`config.mk`:
```
export PLATFORM = sky130hd
export DESIGN_NAME = scandbl_ctrl_flat
export DESIGN_NICKNAME = d
export VERILOG_FILES = /design/src/rtl/scandbl_ctrl_if.sv /design/src/rtl/scandbl_ctrl.sv /design/src/flat_wrapper.sv
export SDC_FILE = /design/constraint.sdc
export NUM_CORES = 1
export LEC_CHECK = 0
export ABC_AREA = 1
export BUFFER_PORTS_ARGS = -buffer_cell sky130_fd_sc_hd__buf_2
export CAP_MARGIN = 10
export CORE_MARGIN = 2
export CORE_UTILIZATION = 53
export CTS_CLUSTER_DIAMETER = 80
export DETAILED_ROUTE_END_ITERATION = 16
export PLACE_DENSITY = 0.82
export SYNTH_ARGS = -nofsm -noshare
export SYNTH_HDL_FRONTEND = slang
export SYNTH_SLANG_ARGS = --single-unit
```
`constraint.sdc`:
```
create_clock -name clk -period 1.9 [get_ports clk]
set_input_delay 0.285 -clock clk [delete_from_list [all_inputs] [get_ports clk]]
set_output_delay 0.285 -clock clk [all_outputs]
set_load 0.02 [all_outputs]
```
`src/rtl/scandbl_ctrl_if.sv`:
```
// Bus bundle between the Denise-side pixel timing, the scandoubler address
// controller and the line-buffer RAM ports.
interface scandbl_ctrl_if #(
  parameter int AW_LINE = 10,
  parameter int AW_BANK = 2
) ();
  logic                       wr_ce;
  logic                       rd_ce;
  logic                       sol;
  logic                       vsync_in;
  logic                       csync_n;
  logic                       rd_sol;
  logic                       clr_ovf;
  logic                       wr_en;
  logic [AW_BANK+AW_LINE-1:0] wr_addr;
  logic                       rd_en;
  logic [AW_BANK+AW_LINE-1:0] rd_addr;
  logic [AW_LINE-1:0]         line_len;
  logic                       hsync;
  logic                       vsync;
  logic                       ovf;

  modport master (
    output wr_ce, rd_ce, sol, vsync_in, csync_n, rd_sol, clr_ovf,
    input  wr_en, wr_addr, rd_en, rd_addr, line_len, hsync, vsync, ovf
  );

  modport slave (
    input  wr_ce, rd_ce, sol, vsync_in, csync_n, rd_sol, clr_ovf,
    output wr_en, wr_addr, rd_en, rd_addr, line_len, hsync, vsync, ovf
  );
endinterface

```
`src/rtl/scandbl_ctrl.sv`:
```
// Line-buffer address/sequence controller for the 2x scandoubler: writes each Denise line
// once, replays it twice at double rate, and derives VGA sync. Build option: SCANDBL_OVF_DET_EN.
module scandbl_ctrl #(
  parameter int AW_LINE   = 10,
  parameter int AW_BANK   = 2,
  parameter int BANK_LAG  = 2,
  parameter int HS_START  = 1,
  parameter int HS_END    = 68,
  parameter int VS_SAMPLE = 511
) (
  input  logic          clk,
  input  logic          arst_n,
  scandbl_ctrl_if.slave bus
);

  typedef enum logic [1:0] {
    ST_IDLE   = 2'd0,
    ST_PASS_A = 2'd1,
    ST_PASS_B = 2'd2
  } rd_state_e;

  localparam logic [AW_LINE-1:0] PIX_ZERO  = AW_LINE'(0);
  localparam logic [AW_LINE-1:0] PIX_ONE   = AW_LINE'(1);
  localparam logic [AW_LINE-1:0] PIX_HS_S  = AW_LINE'(HS_START);
  localparam logic [AW_LINE-1:0] PIX_HS_E  = AW_LINE'(HS_END);
  localparam logic [AW_LINE-1:0] PIX_VS    = AW_LINE'(VS_SAMPLE);
  localparam logic [AW_BANK-1:0] BANK_ONE  = AW_BANK'(1);
  localparam logic [AW_BANK-1:0] BANK_LAGV = AW_BANK'(BANK_LAG);

  logic [AW_LINE-1:0] wr_pix_q, wr_pix_d;
  logic [AW_BANK-1:0] wr_bank_q, wr_bank_d;
  logic [AW_LINE-1:0] line_len_q, line_len_d;
  rd_state_e          rd_state_q, rd_state_d;
  logic [AW_LINE-1:0] rd_pix_q, rd_pix_d;
  logic [AW_BANK-1:0] rd_bank_q, rd_bank_d;
  logic               hsync_q, hsync_d;
  logic               vsync_q, vsync_d;
  logic               cs_cap_q, cs_cap_d;

  // Write side: pixel counter and bank step on the 14 MHz enable
  always_comb begin
    wr_pix_d   = wr_pix_q;
    wr_bank_d  = wr_bank_q;
    line_len_d = line_len_q;
    if (bus.wr_ce) begin
      if (bus.sol) begin
        wr_pix_d   = PIX_ZERO;
        wr_bank_d  = wr_bank_q + BANK_ONE;
        line_len_d = wr_pix_q + PIX_ONE;
      end else begin
        wr_pix_d   = wr_pix_q + PIX_ONE;
      end
    end else begin
      wr_pix_d = wr_pix_q;
    end
  end

  // Read side: double-pass sequencer and sync generation on the 28 MHz enable
  always_comb begin
    rd_state_d = rd_state_q;
    rd_pix_d   = rd_pix_q;
    rd_bank_d  = rd_bank_q;
    hsync_d    = hsync_q;
    vsync_d    = vsync_q;
    cs_cap_d   = cs_cap_q;
    if (bus.rd_ce) begin
      // Sync decisions look at the pixel index before this step's update
      if (rd_state_q != ST_IDLE) begin
        if (rd_pix_q == PIX_VS) begin
          cs_cap_d = bus.csync_n;
        end else begin
          cs_cap_d = cs_cap_q;
        end
        if (rd_pix_q == PIX_HS_S) begin
          hsync_d = 1'b1;
        end else if (rd_pix_q == PIX_HS_E) begin
          hsync_d = 1'b0;
          vsync_d = ~cs_cap_q;
        end else begin
          hsync_d = hsync_q;
        end
      end else begin
        hsync_d = 1'b0;
        vsync_d = 1'b0;
      end

      if (bus.sol && bus.vsync_in) begin
        rd_state_d = ST_PASS_A;
        rd_bank_d  = wr_bank_q - BANK_LAGV;
        rd_pix_d   = PIX_ONE;
      end else begin
        case (rd_state_q)
          ST_IDLE: begin
            rd_state_d = ST_IDLE;
          end
          ST_PASS_A: begin
            if (bus.rd_sol) begin
              rd_state_d = ST_PASS_B;
              rd_pix_d   = PIX_ONE;
            end else begin
              rd_pix_d   = rd_pix_q + PIX_ONE;
            end
          end
          ST_PASS_B: begin
            if (bus.rd_sol) begin
              rd_state_d = ST_PASS_A;
              rd_bank_d  = rd_bank_q + BANK_ONE;
              rd_pix_d   = PIX_ONE;
            end else begin
              rd_pix_d   = rd_pix_q + PIX_ONE;
            end
          end
          default: begin
            rd_state_d = ST_IDLE;
          end
        endcase
      end
    end else begin
      rd_state_d = rd_state_q;
    end
  end

  // State and output registers
  always_ff @(posedge clk or negedge arst_n) begin
    if (!arst_n) begin
      wr_pix_q   <= PIX_ZERO;
      wr_bank_q  <= {AW_BANK{1'b0}};
      line_len_q <= PIX_ZERO;
      rd_state_q <= ST_IDLE;
      rd_pix_q   <= PIX_ZERO;
      rd_bank_q  <= {AW_BANK{1'b0}};
      hsync_q    <= 1'b0;
      vsync_q    <= 1'b0;
      cs_cap_q   <= 1'b1;  // idle csync_n level, so no vsync before a real sample
    end else begin
      wr_pix_q   <= wr_pix_d;
      wr_bank_q  <= wr_bank_d;
      line_len_q <= line_len_d;
      rd_state_q <= rd_state_d;
      rd_pix_q   <= rd_pix_d;
      rd_bank_q  <= rd_bank_d;
      hsync_q    <= hsync_d;
      vsync_q    <= vsync_d;
      cs_cap_q   <= cs_cap_d;
    end
  end

`ifdef SCANDBL_OVF_DET_EN
  logic ovf_q, ovf_d, ovf_set_s;

  // Collision: a second-pass bank advance landing on the bank being written
  always_comb begin
    ovf_set_s = 1'b0;
    ovf_d     = ovf_q;
    if (bus.rd_ce && !(bus.sol && bus.vsync_in) && (rd_state_q == ST_PASS_B) && bus.rd_sol) begin
      ovf_set_s = ((rd_bank_q + BANK_ONE) == wr_bank_q);
    end else begin
      ovf_set_s = 1'b0;
    end
    if (ovf_set_s) begin
      ovf_d = 1'b1;
    end else if (bus.clr_ovf) begin
      ovf_d = 1'b0;
    end else begin
      ovf_d = ovf_q;
    end
  end

  // Sticky collision flag register
  always_ff @(posedge clk or negedge arst_n) begin
    if (!arst_n) begin
      ovf_q <= 1'b0;
    end else begin
      ovf_q <= ovf_d;
    end
  end

  assign bus.ovf = ovf_q;
`else
  assign bus.ovf = 1'b0;
`endif

  assign bus.wr_en    = bus.wr_ce;
  assign bus.rd_en    = bus.rd_ce & (rd_state_q != ST_IDLE);
  assign bus.wr_addr  = {wr_bank_q, wr_pix_q};
  assign bus.rd_addr  = {rd_bank_q, rd_pix_q};
  assign bus.line_len = line_len_q;
  assign bus.hsync    = hsync_q;
  assign bus.vsync    = vsync_q;

endmodule

```
`src/flat_wrapper.sv`:
```
// flat-port wrapper written by rule: the top's interface ports become plain ports
module scandbl_ctrl_flat 
#(
  parameter int AW_LINE   = 10,
  parameter int AW_BANK   = 2,
  parameter int BANK_LAG  = 2,
  parameter int HS_START  = 1,
  parameter int HS_END    = 68,
  parameter int VS_SAMPLE = 511
)
  (clk, arst_n, bus_wr_ce, bus_rd_ce, bus_sol, bus_vsync_in, bus_csync_n, bus_rd_sol, bus_clr_ovf, bus_wr_en, bus_wr_addr, bus_rd_en, bus_rd_addr, bus_line_len, bus_hsync, bus_vsync, bus_ovf);
  scandbl_ctrl_if #(.AW_LINE(AW_LINE), .AW_BANK(AW_BANK)) bus_i ();
  input  logic clk;
  input  logic arst_n;
  input wire logic [$bits(bus_i.wr_ce)-1:0] bus_wr_ce;
  input wire logic [$bits(bus_i.rd_ce)-1:0] bus_rd_ce;
  input wire logic [$bits(bus_i.sol)-1:0] bus_sol;
  input wire logic [$bits(bus_i.vsync_in)-1:0] bus_vsync_in;
  input wire logic [$bits(bus_i.csync_n)-1:0] bus_csync_n;
  input wire logic [$bits(bus_i.rd_sol)-1:0] bus_rd_sol;
  input wire logic [$bits(bus_i.clr_ovf)-1:0] bus_clr_ovf;
  output wire logic [$bits(bus_i.wr_en)-1:0] bus_wr_en;
  output wire logic [$bits(bus_i.wr_addr)-1:0] bus_wr_addr;
  output wire logic [$bits(bus_i.rd_en)-1:0] bus_rd_en;
  output wire logic [$bits(bus_i.rd_addr)-1:0] bus_rd_addr;
  output wire logic [$bits(bus_i.line_len)-1:0] bus_line_len;
  output wire logic [$bits(bus_i.hsync)-1:0] bus_hsync;
  output wire logic [$bits(bus_i.vsync)-1:0] bus_vsync;
  output wire logic [$bits(bus_i.ovf)-1:0] bus_ovf;
  assign bus_i.wr_ce = bus_wr_ce;
  assign bus_i.rd_ce = bus_rd_ce;
  assign bus_i.sol = bus_sol;
  assign bus_i.vsync_in = bus_vsync_in;
  assign bus_i.csync_n = bus_csync_n;
  assign bus_i.rd_sol = bus_rd_sol;
  assign bus_i.clr_ovf = bus_clr_ovf;
  assign bus_wr_en = bus_i.wr_en;
  assign bus_wr_addr = bus_i.wr_addr;
  assign bus_rd_en = bus_i.rd_en;
  assign bus_rd_addr = bus_i.rd_addr;
  assign bus_line_len = bus_i.line_len;
  assign bus_hsync = bus_i.hsync;
  assign bus_vsync = bus_i.vsync;
  assign bus_ovf = bus_i.ovf;
  scandbl_ctrl #(.AW_LINE(AW_LINE), .AW_BANK(AW_BANK), .BANK_LAG(BANK_LAG), .HS_START(HS_START), .HS_END(HS_END), .VS_SAMPLE(VS_SAMPLE)) u_core (.clk(clk), .arst_n(arst_n), .bus(bus_i));
endmodule
```
==> results.md <==
- Netlist Area Pre-Place: 0.00206 mm^2
- Final hold violation count: 0
- Yosys reg bits: 39
- Initial DRC count: 127
- Reg-to-Reg End: u_core.rd_pix_q[3]
- Register clock-pin slew on the reported worst setup and hold paths: 0.07 ns
- Post-Synth XOR/XNOR Area: 2.97%
- Worst path depth: 4
- Ys async rst share: 100%
- GRT Overall Usage: 22.3%
- Final setup fails: 0
- Max stage delay on crit path: 0.38 ns
- Period utilisation layout: 82.3%
- First-pass GRT wire length: 7470 um
- Hold path cells: 2
- CP max-delay cell: dfrtp_1
- Yosys warns: 0
- Nets: 334
- Pin count of the biggest net entering global routing: 21
- Starting Density: 55.9%
- CTS Root Cell: clkbuf_8
- Mux cell area share after synthesis: 0%
- CP delay by family, top: flip-flops
- Leak: 1.40 nW
- Worst EP arrival: 1.28 ns
- Area Growth Syn to Fin: 18.5%
- Grt total ovfl: 0
- GPL Wtd Cong: 0.786
- Die Ht: 66.4 um
- Most used DFF post-synth: dfrtp_1
- Post-route ant nets: 0
- Setup TNS: 0 ns
- Largest family of logic cells by synthesized area: simple AND/OR/NAND/NOR gates
- Simple-Gate Fraction of Synth Area: 27.9%
- Port Buffers: 45
- Setup repair bufs after CTS: 0
- Die ar.: 0.00441 mm^2
- Vias in the first global route: 1747
- Clock Skews: 0.00312 ns
- Synth Instances: 267
- Power Dens Cells: 896 mW/mm^2
- Worst reg-to-reg path cell count: 7
- Min Hold Slack: 0.268 ns
- Fmax: 0.640 GHz
- Cell Rows: 22
- Fin crit period: 1.56 ns
- Via count: 1820
- Class of the worst hold path: input port to flop
- Syn Area/Cell: 7.73 um^2
- Clock Latency Late Sink: 0.29 ns
- Maximum resistive drop on vdd: 0.453 mV
- Post-route DRC: 0
- Sink Count: 39
- Reg2Reg Setup Slack: 0.40 ns
- Highest-count cells in the layout ignoring fill and taps: 75 x nand2_1, 45 x buf_2, 38 x dfrtp_1
- Post-synth EDFFs: 0
- Num CTS Buffers: 5
- Initial antenna violation count: 0
- Adder-cell share of the synthesized area: 4.85%
- Final WL: 4230 um
- Worst-path cell chain: inv_1 -> ha_1 -> nor2_1 -> buf_2
- Top Ports: 48
- H-tree depth: 2
- First drt pass iteration count: 4
- RR Startpoint: u_core.rd_state_q[0]
- Worst path bufs/invs: 2
- Worst setup slack after layout: 0.337 ns
- Clock buffer depth: 2
- Antenna cell count: 0
- Critical path class: flop to output pin
- Synth Area in Compound Gates: 8.79%
- Outcome: complete, no violations
- Sequential share of the synthesized area: 47.4%
- Worst Path Max Fanout: 4
- Syn Nets: 284
- TritonCTS clock tree: yes
- CP Capture Type: output pin
- Core Footprint: 0.00369 mm^2
- CP endpoint: bus_rd_en
- Worst Setup Start Kind: flop
- Die Width: 66.4 um
- Unrepaired setup endpoints after global routing: no
- Worst Setup SP: u_core.rd_state_q[0]
- Detailed Place HPWL: 3230 um
- Dpl ws: 0.424 ns
- Commonest non-fill, non-tap cell in the layout: nand2_1
- Routed len/inst: 11.6 um
- Max Cap Viol: 0
- Max-slew violations: 0
- Distinct cells, synth: 24
- Layout cell share with drive strength beyond 1: 18.6%
- Critical Path RT: 1.62 ns
- Via density per instance: 4.99
## cells in the mapped netlist, types with 2 or more instances
master / n / area share, %
a21o_1: 2 / 0.73
a21oi_1: 6 / 1.5
buf_2: 2 / 0.49
buf_4: 2 / 0.73
dfrtp_1: 38 / 46
ha_1: 8 / 4.9
inv_1: 36 / 6.5
nand2_1: 75 / 14
nand3_1: 25 / 6.1
nand4_1: 5 / 1.5
nor2_1: 29 / 5.3
nor2_2: 2 / 0.61
nor3_1: 2 / 0.49
o21ai_0: 19 / 4.6
o22ai_1: 2 / 0.61
xor2_1: 6 / 2.5
## what timing repair did
| item | 4_1_cts | 5_1_grt |
|---|---|---|
| endpoints found under the hold margin | 18 | 0 |
| endpoints found under the setup margin | 0 | 0 |
| hold buffers | 1 | 0 |
| resized for setup | 0 | 0 |
## power by group
part	internal (mW)	leakage, nW	switching [mW]	total [mW]
Combinational	0.207	0.834	0.385	0.592
Sequential	0.928	0.523	0.103	1.03
Clock	0.285	0.0470	0.283	0.568
Total	1.42	1.40	0.771	2.19
## flip-flops by register name, indices dropped and copies added, names as in the netlist
name	flops
u_core.bus.line_len	10
u_core.rd_pix_q	10
u_core.wr_pix_q	10
u_core.rd_bank_q	2
u_core.rd_state_q	2
u_core.wr_bank_q	2
u_core.bus.hsync	1
u_core.bus.vsync	1
u_core.cs_cap_q	1
## cell families after synthesis
family                   count (synthesis)
other                                    1
AO/OA/AOI/OAI                           32
AND/OR/NAND/NOR                        139
XOR/XNOR                                 7
adder cells (fa/ha/maj)                  8
buffers and inverters                   41
flip-flops                              39
## stage by stage
step | power, mW | instances | util (%) | cell area, um^2
floorplan | 1.44 | 267 | - | 2060
global placement | 1.62 | 357 | 63.6 | 2350
detailed placement | 1.64 | 357 | 63.6 | 2350
CTS | 2.22 | 365 | 66.3 | 2440
global route | 2.33 | 365 | 66.3 | 2440
finish | 2.19 | 365 | 66.3 | 2440
## metal layers
| metal | vias to the layer above | global-route usage [%] | routed length [um] |
|---|---|---|---|
| li1 | 939 | - | - |
| met1 | 829 | 26.8 | 1890 |
| met2 | 44 | 38.1 | 2040 |
| met3 | 8 | 5.45 | 219 |
| met4 | 0 | 8.67 | 74 |
| met5 | - | 0 | 0 |
## worst min path at each step
stage               from                  to  slack [ns]
5_1_grt        bus_wr_ce  u_core.wr_pix_q[6]        0.27
4_1_cts        bus_wr_ce  u_core.wr_pix_q[4]        0.25
2_1_floorplan     arst_n    u_core.bus.hsync       -0.01
3_5_place_dp      arst_n  u_core.rd_pix_q[8]        0.27
3_3_place_gp      arst_n  u_core.rd_pix_q[8]        0.27
6_report       bus_wr_ce  u_core.wr_pix_q[6]        0.27
## cell type report
class,instances,area [um^2]
fill,350,1240
clock buffer,6,82.6
timing repair buffer,48,263
tap,48,60.1
multi-input combinational,187,922
clock inverter,1,5.00
inverter,36,135
sequential,39,977
Note: power is estimated with default switching activity, not from simulation.
